File: src/rtl/array_proc_pkg.sv
// Shared definitions for the byte-array writer/reader pair.
// Holds the FSM state encoding and the default word width and frame depth,
// so both sides of the array agree on them.
package array_proc_pkg;

  localparam int DATA_W_DEF = 8;
  localparam int DEPTH_DEF  = 8;

  typedef enum logic {
    ST_FILL  = 1'b0,
    ST_DRAIN = 1'b1
  } state_t;

endpackage

File: src/rtl/array_store_regs.sv
// DEPTH x DATA_W register array used as the frame buffer.
// Ports:
//   clk    in  rising-edge clock
//   we     in  write enable
//   waddr  in  write address
//   wdata  in  write word
//   raddr  in  read address (asynchronous read)
//   rdata  out word at raddr, combinational
// Contents are deliberately not reset; the reader never exposes a location
// before it has been written in the current frame.
module array_store_regs
  import array_proc_pkg::*;
#(
  parameter int DATA_W = DATA_W_DEF,
  parameter int DEPTH  = DEPTH_DEF,
  localparam int ADDR_W = $clog2(DEPTH)
) (
  input  logic              clk,
  input  logic              we,
  input  logic [ADDR_W-1:0] waddr,
  input  logic [DATA_W-1:0] wdata,
  input  logic [ADDR_W-1:0] raddr,
  output logic [DATA_W-1:0] rdata
);

  logic [DATA_W-1:0] mem_q [DEPTH];

  // Single write port into the register array.
  always_ff @(posedge clk) begin
    if (we) begin
      mem_q[waddr] <= wdata;
    end
  end

  assign rdata = mem_q[raddr];

endmodule

File: src/rtl/array_frame_reader.sv
// Captures a frame of up to DEPTH words, replays it in write order over a
// valid/ready stream, then publishes the unsigned sum of the frame.
// Ports:
//   clk, rst         clock and asynchronous active-high reset
//   wr_valid/wr_data/wr_ready   write stream (ready only while filling)
//   flush            close a partial frame and start draining it
//   rd_valid/rd_data/rd_ready/rd_last   read stream (valid only while draining)
//   frame_sum        sum of the last fully drained frame
//   frame_sum_valid  one-cycle pulse when frame_sum updates
//   count            unread words held (0..DEPTH)
module array_frame_reader
  import array_proc_pkg::*;
#(
  parameter int DATA_W = DATA_W_DEF,
  parameter int DEPTH  = DEPTH_DEF,
  localparam int ADDR_W = $clog2(DEPTH),
  localparam int SUM_W  = DATA_W + ADDR_W
) (
  input  logic              clk,
  input  logic              rst,
  input  logic              wr_valid,
  input  logic [DATA_W-1:0] wr_data,
  output logic              wr_ready,
  input  logic              flush,
  output logic              rd_valid,
  output logic [DATA_W-1:0] rd_data,
  input  logic              rd_ready,
  output logic              rd_last,
  output logic [SUM_W-1:0]  frame_sum,
  output logic              frame_sum_valid,
  output logic [ADDR_W:0]   count
);

  localparam logic [ADDR_W:0] FULL = (ADDR_W+1)'(DEPTH);

  state_t             state_q, state_d;
  logic [ADDR_W-1:0]  wr_ptr_q, wr_ptr_d;
  logic [ADDR_W-1:0]  rd_ptr_q, rd_ptr_d;
  logic [ADDR_W:0]    frame_len_q, frame_len_d;
  logic [ADDR_W:0]    count_q, count_d;
  logic [SUM_W-1:0]   acc_q, acc_d;
  logic [SUM_W-1:0]   frame_sum_q, frame_sum_d;
  logic               frame_sum_valid_q, frame_sum_valid_d;

  logic               wr_hs;
  logic               rd_hs;
  logic [ADDR_W:0]    count_post;
  logic               mem_we;

  assign wr_ready = (state_q == ST_FILL);
  assign rd_valid = (state_q == ST_DRAIN);
  assign wr_hs    = wr_valid && wr_ready;
  assign rd_hs    = rd_valid && rd_ready;
  assign rd_last  = rd_valid && ({1'b0, rd_ptr_q} == (frame_len_q - (ADDR_W+1)'(1)));

  // Occupancy including a write accepted this cycle; flush decisions use it so
  // a word written together with flush belongs to the closing frame.
  assign count_post = count_q + {{ADDR_W{1'b0}}, wr_hs};

  array_store_regs #(
    .DATA_W (DATA_W),
    .DEPTH  (DEPTH)
  ) u_store (
    .clk    (clk),
    .we     (mem_we),
    .waddr  (wr_ptr_q),
    .wdata  (wr_data),
    .raddr  (rd_ptr_q),
    .rdata  (rd_data)
  );

  // Next-state logic for the fill/drain FSM, pointers and accumulator.
  always_comb begin
    state_d           = state_q;
    wr_ptr_d          = wr_ptr_q;
    rd_ptr_d          = rd_ptr_q;
    frame_len_d       = frame_len_q;
    count_d           = count_q;
    acc_d             = acc_q;
    frame_sum_d       = frame_sum_q;
    frame_sum_valid_d = 1'b0;
    mem_we            = 1'b0;

    case (state_q)
      ST_FILL: begin
        count_d = count_post;
        if (wr_hs) begin
          mem_we   = 1'b1;
          wr_ptr_d = wr_ptr_q + ADDR_W'(1);
          acc_d    = acc_q + SUM_W'(wr_data);
        end else begin
          mem_we   = 1'b0;
        end
        if (wr_hs && (count_post == FULL)) begin
          state_d     = ST_DRAIN;
          frame_len_d = FULL;
        end else if (flush && (count_post != (ADDR_W+1)'(0))) begin
          state_d     = ST_DRAIN;
          frame_len_d = count_post;
        end else begin
          state_d     = ST_FILL;
        end
      end

      ST_DRAIN: begin
        if (rd_hs) begin
          rd_ptr_d = rd_ptr_q + ADDR_W'(1);
          count_d  = count_q - (ADDR_W+1)'(1);
          if (rd_last) begin
            // Frame complete: publish the sum and rearm at address 0.
            frame_sum_d       = acc_q;
            frame_sum_valid_d = 1'b1;
            wr_ptr_d          = {ADDR_W{1'b0}};
            rd_ptr_d          = {ADDR_W{1'b0}};
            acc_d             = {SUM_W{1'b0}};
            frame_len_d       = {(ADDR_W+1){1'b0}};
            state_d           = ST_FILL;
          end else begin
            state_d           = ST_DRAIN;
          end
        end else begin
          state_d = ST_DRAIN;
        end
      end

      default: begin
        state_d = ST_FILL;
      end
    endcase
  end

  // State and datapath registers.
  always_ff @(posedge clk or posedge rst) begin
    if (rst) begin
      state_q           <= ST_FILL;
      wr_ptr_q          <= {ADDR_W{1'b0}};
      rd_ptr_q          <= {ADDR_W{1'b0}};
      frame_len_q       <= {(ADDR_W+1){1'b0}};
      count_q           <= {(ADDR_W+1){1'b0}};
      acc_q             <= {SUM_W{1'b0}};
      frame_sum_q       <= {SUM_W{1'b0}};
      frame_sum_valid_q <= 1'b0;
    end else begin
      state_q           <= state_d;
      wr_ptr_q          <= wr_ptr_d;
      rd_ptr_q          <= rd_ptr_d;
      frame_len_q       <= frame_len_d;
      count_q           <= count_d;
      acc_q             <= acc_d;
      frame_sum_q       <= frame_sum_d;
      frame_sum_valid_q <= frame_sum_valid_d;
    end
  end

  assign frame_sum       = frame_sum_q;
  assign frame_sum_valid = frame_sum_valid_q;
  assign count           = count_q;

endmodule

File: config.mk
export PLATFORM = sky130hd
export DESIGN_NAME = array_frame_reader
export DESIGN_NICKNAME = d
export VERILOG_FILES = /design/src/rtl/array_proc_pkg.sv /design/src/rtl/array_store_regs.sv /design/src/rtl/array_frame_reader.sv
export SDC_FILE = /design/constraint.sdc
export NUM_CORES = 1
export LEC_CHECK = 0
export ABC_AREA = 1
export ABC_CLOCK_PERIOD_IN_PS = 3840
export CAP_MARGIN = 20
export CORE_MARGIN = 1
export CORE_UTILIZATION = 40
export DETAILED_ROUTE_END_ITERATION = 10
export HOLD_SLACK_MARGIN = 0.03
export SYNTH_ARGS = -nofsm -noshare
export SYNTH_HDL_FRONTEND = slang
export SYNTH_SLANG_ARGS = --single-unit
export TNS_END_PERCENT = 1
File: constraint.sdc
create_clock -name clk -period 3.84 [get_ports clk]
set_input_delay 0.384 -clock clk [delete_from_list [all_inputs] [get_ports clk]]
set_output_delay 0.384 -clock clk [all_outputs]
set_load 0.02 [all_outputs]
==> run_results.csv, run 1 <==
group,metric,value,unit
grt,grt_first_pass_wirelength,17170,µm
grt,grt_max_degree,36,
floorplan,die_w,111.9,µm
sta,period_needed,2.830,ns
floorplan,initial_core_util,0.4160,
sta,slew_violations,0,
clocking,ctsHoldBuffers,0,
routing,drt-initial-drc-count,264,
clocking,numCtsBuffers,9,
power_and_ir_drop,power.share.sequential,0.444,
setup_path,cp.arrival,2.45,ns
grt,grt_pass1_vias,3365,
yosys,yosys-top-cells-count,"120 x nand2_1, 64 x edfxtp_1, 55 x nor2_1",
sta,max_freq,0.3534,GHz
routing,wl_met2,5129,µm
power_and_ir_drop,worst_ir_drop_vdd,0.0002466,V
setup_path,start_kind,"register",
power_and_ir_drop,powerDensity,502.8,nW/µm²
yosys,synth.area.mux_share,0,
layout,drive_gt1_frac,0.08349,
clocking,cts.sinks,102,
yosys,synth_top_flop_cell,"edfxtp_1",
place,portBuffers,39,
place,hpwl,7096,µm
yosys,yosysSeqAreaShare,0.5947,
power_and_ir_drop,power.leakage,2.385,nW
routing,top_layer_used,"met4",
status,violations,"DRC",
yosys,synth_cell_types,33,
place,gp_congestion,0.9251,
yosys,yosys_register_bits,102,
yosys,synthAdderAreaFrac,0.04040,
yosys,synth_xor_area_frac,0.01269,
power_and_ir_drop,p_sw_frac,0.3040,
setup_path,cp_max_fo,19,
yosys,synth_top_area_share,0.3978,
floorplan,die_h,111.9,µm
routing,via_per_inst,5.216,
worst_hold_path,hp-class,"in2async",
floorplan,die_area,12520,µm²
yosys,synth-edff-count,64,
yosys,yosys.area_share.simple,0.1919,
grt,grt_usage,0.1804,
routing,drc,2,
clocking,clk_path_buf_depth,2,
yosys,avgSynthCellArea,9.779,µm²
yosys,yosys-top-cells-area,"edfxtp_1 40%, dfrtp_1 20%, nand2_1 9.3%",
yosys,yosys_warnings,0,
power_and_ir_drop,p_int,0.001979,W
layout,n_antenna_cell,0,
sta,worst_pin_slew,0.9523,ns
power_and_ir_drop,p_sw,0.0008644,W
sta,rsz0062_at_grt,"no",
clocking,h-tree-depth,3,
layout,register_area,2873,µm²
setup_path,crit_type,"reg2out",
clocking,root_buffer,"clkbuf_16",
routing,routedWlPerCell,15.46,µm
yosys,synth-async-reset-ratio,0.3725,
layout,multi_input_area,1694,µm²
routing,antenna_left,0,
sta,clock-skew-final,0.007682,ns
clocking,cts_tree,"done",
floorplan,ios,40,
routing,dr.pass1.iters,8,
routing,wl_met1,4611,µm
status,status,"finished, violations left",
clocking,clkTransAtPathRegs,0.06,ns
place,place_area,5360,µm²
floorplan,floorplan.rows,39,
yosys,synth_top_cell_by_area,"edfxtp_1",
sta,setup_viol,0,
yosys,syn_area,4831,µm²
flow_run,cap_violations,0,
layout,final_util,0.4869,
place,dp.cells,666,
sta,setup_ws,1.010,ns
layout,nNetsFinal,562,
clocking,clk_latency,0.34,ns
routing,vias,3557,
sta,maxSlewHeadroom,0.3628,
grt,antenna_found_initial,0,
sta,hold_viol_final,0,
layout,area_growth,17.04,%
yosys,synth_compound_area_frac,0.1057,
layout,fill_cells,1061,
power_and_ir_drop,comb_power_share,0.239,
routing,drt_wl_total,10540,µm
yosys,synth_cells,494,
yosys,synth_nets,522,
place,place_ws,1.250,ns
yosys,synth_top_family_by_area,"simple AND/OR/NAND/NOR gates",
layout,fin_area,5654,µm²
setup_path,rr_worst_depth,13,
sta,fin_crit_sh,0.7370,
clocking,ctsResizeCount,0,
routing,wl_met3,583,µm
layout,instances_no_fill,682,
sta,tns,0,ns
setup_path,critical_path_required,3.46,ns
power_and_ir_drop,clockPowerShare,0.317,
yosys,yosysMostFrequentCell,"nand2_1",
grt,grt_overflow,0,
setup_path,timing.critical_path.to_type,"output pin",
clocking,post-cts-setup-buffer-count,0,
floorplan,core_area,11610,µm²
-- routing by layer --
metal,vias to the layer above,GRT usage
met3,18,0.03212
met1,1707,0.2278
li1,1739,-
met4,0,0.08108
met2,93,0.3031
met5,-,0
-- area by class of cell --
| class | count | share of cell area |
|---|---|---|
| flip-flops and latches | 102 | 0.5081 |
| clock inverters | 5 | 0.01084 |
| repair buffers | 42 | 0.07303 |
| clock buffers | 11 | 0.04116 |
| multi-input cells | 326 | 0.2996 |
| well taps | 143 | 0.03164 |
| inverters | 53 | 0.03563 |
-- sequential cells by signal, indices dropped and copies added (netlist names) --
signal           flops
rd_ptr_q             3
count                4
frame_sum_valid      1
frame_len_q          4
frame_sum           11
u_store.mem_q       64
acc_q               11
rd_valid             1
wr_ptr_q             3
-- layout by cell type, fill, tap and decap left out, types with 2 or more instances in the layout --
cell type and n:
nand2_1 120, edfxtp_1 64, nor2_1 55, inv_1 46
o21ai_0 41, clkdlybuf4s50_1 39, dfrtp_1 38, nand3_1 30
o22ai_1 20, ha_1 14, o21ai_2 12, clkbuf_16 9
inv_2 6, xor2_1 6, a21oi_1 6, nand3b_1 3
nand2_2 3, buf_4 3, or2_2 2, nand4_1 2
clkbuf_1 2, clkinv_4 2
-- worst paths after layout --
check	from	endpoint	slack (ns)
hold reg to reg	frame_sum[6]$_DFFE_PP0P_	frame_sum[6]$_DFFE_PP0P_	0.48
min in group clk	frame_sum[6]$_DFFE_PP0P_	frame_sum[6]$_DFFE_PP0P_	0.48
setup / recovery	rd_ptr_q[1]$_DFFE_PP0P_	rd_last	1.01
max in group asynchronous	rst	rd_ptr_q[1]$_DFFE_PP0P_	2.63
setup reg to reg	rd_valid$_DFF_PP0_	frame_len_q[0]$_DFFE_PP0P_	1.42
hold / removal	rst	frame_sum[3]$_DFFE_PP0P_	0.45
-- power groups by stage --
stage          Combinational (W)  Clock [W]  Sequential, W
2_1_floorplan           0.000437          0        0.00126
3_3_place_gp            0.000673          0        0.00128
3_5_place_dp            0.000682          0        0.00129
4_1_cts                 0.000684   0.000917        0.00126
5_1_grt                 0.000760   0.000960        0.00127
6_report                0.000680   0.000902        0.00126
-- kinds of logic after synthesis --
logic type | Yosys count
AND/OR/NAND/NOR | 219
flip-flops | 102
XOR/XNOR | 7
buffers and inverters | 66
AO/OA/AOI/OAI | 85
adder cells (fa/ha/maj) | 15
-- per-stage QoR --
stage,total power (W),hold slack (ns)
2_1_floorplan,0.001700,0.4551
3_3_place_gp,0.001957,0.4706
3_5_place_dp,0.001968,0.4699
4_1_cts,0.002862,0.4824
5_1_grt,0.002989,0.5102
6_report,0.002843,0.4500
-- worst max-delay path, stage by stage, from the launching register on --
cell,delay (ns)
dfrtp_1,0.72
inv_2,0.28
nand2_1,0.11
nand2_1,0.08
nor2_4,0.13
nand3_1,0.11
inv_1,0.07
clkdlybuf4s50_1,0.59
(Power assumes the default switching activity.)
==> run 2, diff against run 1 <==
--- a/config.mk
+++ b/config.mk
@@ -6,7 +6,7 @@
 export NUM_CORES = 1
 export LEC_CHECK = 0
 export ABC_AREA = 1
-export ABC_CLOCK_PERIOD_IN_PS = 3840
+export ABC_CLOCK_PERIOD_IN_PS = 2900
 export CAP_MARGIN = 20
 export CORE_MARGIN = 1
 export CORE_UTILIZATION = 40
==> constraint.sdc (replaced) <==
create_clock -name clk -period 2.9 [get_ports clk]
set_input_delay 0.29 -clock clk [delete_from_list [all_inputs] [get_ports clk]]
set_output_delay 0.29 -clock clk [all_outputs]
set_load 0.02 [all_outputs]
==> run 2 against run 1 <==
The flow still finishes with violations (DRC). Register-to-register slack got worse by 0.85 ns. Final area increased by 1.9%. Largest power group unchanged. Highest routed layer unchanged. Global-route usage increased by 0.43 points. Routed wire length increased by 2.1%. Largest cell class unchanged. Worst hold slack got worse by 0.079 ns. Combinational power increased by 43%. Clock power increased by 36%. Core utilization increased by 0.92 points. Clock skew decreased by 0.00050 ns. Count of clock-buffer cells in the layout decreased by 2.
==> run_results.csv, run 2 (synthesized netlist as in run 1, its figures left out) <==
group,metric,value,unit
layout,nNetsFinal,575,
floorplan,die_area,12520,µm²
sta,period_needed,2.599,ns
routing,drt_wl_total,10770,µm
power_and_ir_drop,clockPowerShare,0.320,
power_and_ir_drop,p_int,0.002654,W
setup_path,rr_worst_depth,13,
routing,drc,2,
clocking,ctsHoldBuffers,0,
sta,clock-skew-final,0.007181,ns
layout,drive_gt1_frac,0.1087,
place,hpwl,7489,µm
clocking,clk_path_buf_depth,2,
grt,grt_usage,0.1847,
routing,vias,3574,
setup_path,crit_type,"reg2out",
power_and_ir_drop,comb_power_share,0.253,
clocking,clk_latency,0.35,ns
flow_run,cap_violations,0,
floorplan,core_area,11610,µm²
sta,max_freq,0.3847,GHz
clocking,h-tree-depth,3,
grt,grt_overflow,0,
floorplan,die_w,111.9,µm
clocking,numCtsBuffers,9,
layout,fin_area,5761,µm²
setup_path,cp.arrival,2.31,ns
setup_path,crit_path_start,"rd_ptr_q[1]$_DFFE_PP0P_",
sta,hold_viol_final,0,
power_and_ir_drop,p_sw,0.001188,W
power_and_ir_drop,total_power,0.003842,W
power_and_ir_drop,worst_ir_drop_vdd,0.0002597,V
grt,grt_first_pass_wirelength,17550,µm
sta,rsz0062_at_grt,"no",
setup_path,cp_max_fo,18,
setup_path,endpoint,"rd_last",
place,place_area,5458,µm²
routing,antenna_left,0,
sta,tns,0,ns
sta,fin_crit_sh,0.8963,
sta,maxSlewHeadroom,0.6307,
layout,largest_reg_flops,64,
clocking,cts_tree,"done",
setup_path,critical_path_required,2.61,ns
setup_path,start_kind,"register",
power_and_ir_drop,power.leakage,2.462,nW
floorplan,die_h,111.9,µm
layout,final_common_cell,"nand2_1",
status,violations,"DRC",
layout,largest-register,"u_store.mem_q",
grt,grt_pass1_vias,3455,
clocking,cts.sinks,102,
floorplan,floorplan.rows,39,
layout,n_antenna_cell,0,
power_and_ir_drop,powerDensity,667.0,nW/µm²
place,portBuffers,39,
layout,area_growth,19.24,%
layout,final_cell_mix,"120 x nand2_1, 64 x edfxtp_1, 55 x nor2_1, 46 x inv_1, 41 x o21ai_0",
grt,grt_max_degree,39,
sta,slew_violations,0,
status,status,"finished, violations left",
power_and_ir_drop,p_sw_frac,0.3093,
clocking,root_buffer,"clkbuf_16",
setup_path,timing.critical_path.to_type,"output pin",
grt,antenna_found_initial,0,
routing,routedWlPerCell,15.49,µm
clocking,post-cts-setup-buffer-count,0,
floorplan,initial_core_util,0.4160,
place,gp_congestion,0.8712,
power_and_ir_drop,power.share.sequential,0.427,
floorplan,ios,40,
sta,setup_viol,0,
clocking,clkTransAtPathRegs,0.07,ns
routing,dr.pass1.iters,7,
worst_hold_path,hp-class,"in2async",
clocking,ctsResizeCount,0,
setup_path,rrSetupSlack,0.57,ns
sta,worst_pin_slew,0.5531,ns
sta,hold_ws,0.3706,ns
setup_path,rr_endpoint,"frame_len_q[3]$_DFFE_PP0P_",
setup_path,r2r-start,"rd_valid$_DFF_PP0_",
routing,via_per_inst,5.142,
routing,drt-initial-drc-count,168,
## run 2: layout make-up
type / count / area [µm²]
Clock buffer: 9 / 225.2
Clock inverter: 7 / 77.57
Tap cell: 143 / 178.9
Fill cell: 1059 / 5853
Sequential cell: 102 / 2873
Inverter: 53 / 201.4
Timing Repair Buffer: 55 / 510.5
Multi-Input combinational cell: 326 / 1694
## run 2: how the worst min path moves through the flow
| stage | endpoint | slack, ns |
|---|---|---|
| 2_1_floorplan | u_store.mem_q[0][0]$_DFFE_PP_ | 0.39 |
| 3_3_place_gp | frame_sum[6]$_DFFE_PP0P_ | 0.47 |
| 3_5_place_dp | frame_sum[5]$_DFFE_PP0P_ | 0.47 |
| 4_1_cts | frame_sum[2]$_DFFE_PP0P_ | 0.38 |
| 5_1_grt | frame_sum[2]$_DFFE_PP0P_ | 0.41 |
| 6_report | frame_sum[2]$_DFFE_PP0P_ | 0.37 |
## run 2: critical path, stage by stage, from the launching register on
cell	delay, ns
dfrtp_1	0.60
inv_2	0.26
nand2_1	0.11
nand2_1	0.08
nor2_4	0.13
nand3_1	0.10
inv_1	0.08
clkdlybuf4s50_1	0.60
## run 2: power groups by stage
stage	combinational, W	sequential [W]	clock, W
floorplan	0.000578	0.00167	0
global placement	0.000967	0.00167	0
detailed placement	0.000978	0.00167	0
CTS	0.000983	0.00164	0.00126
global route	0.00107	0.00165	0.00132
finish	0.000970	0.00164	0.00123
## run 2: routing by layer
| layer | vias to the layer above | share of wire | wire, µm | global-route usage |
|---|---|---|---|---|
| met5 | - | 0 | 0 | 0 |
| met4 | 0 | 0.013 | 144 | 0.05946 |
| met3 | 15 | 0.032 | 348 | 0.03593 |
| met2 | 57 | 0.49 | 5286 | 0.3118 |
| met1 | 1723 | 0.46 | 4990 | 0.2393 |
| li1 | 1779 | - | - | - |
## run 2: stage by stage
step | util | cells | setup WS, ns
6_report | 0.4960 | 695 | 0.3008
5_1_grt | 0.4960 | 695 | 0.1618
4_1_cts | 0.4960 | 695 | 0.2722
3_5_place_dp | 0.4699 | 679 | 0.4412
3_3_place_gp | 0.4699 | 679 | 0.5197
2_1_floorplan | - | 494 | 0.6793
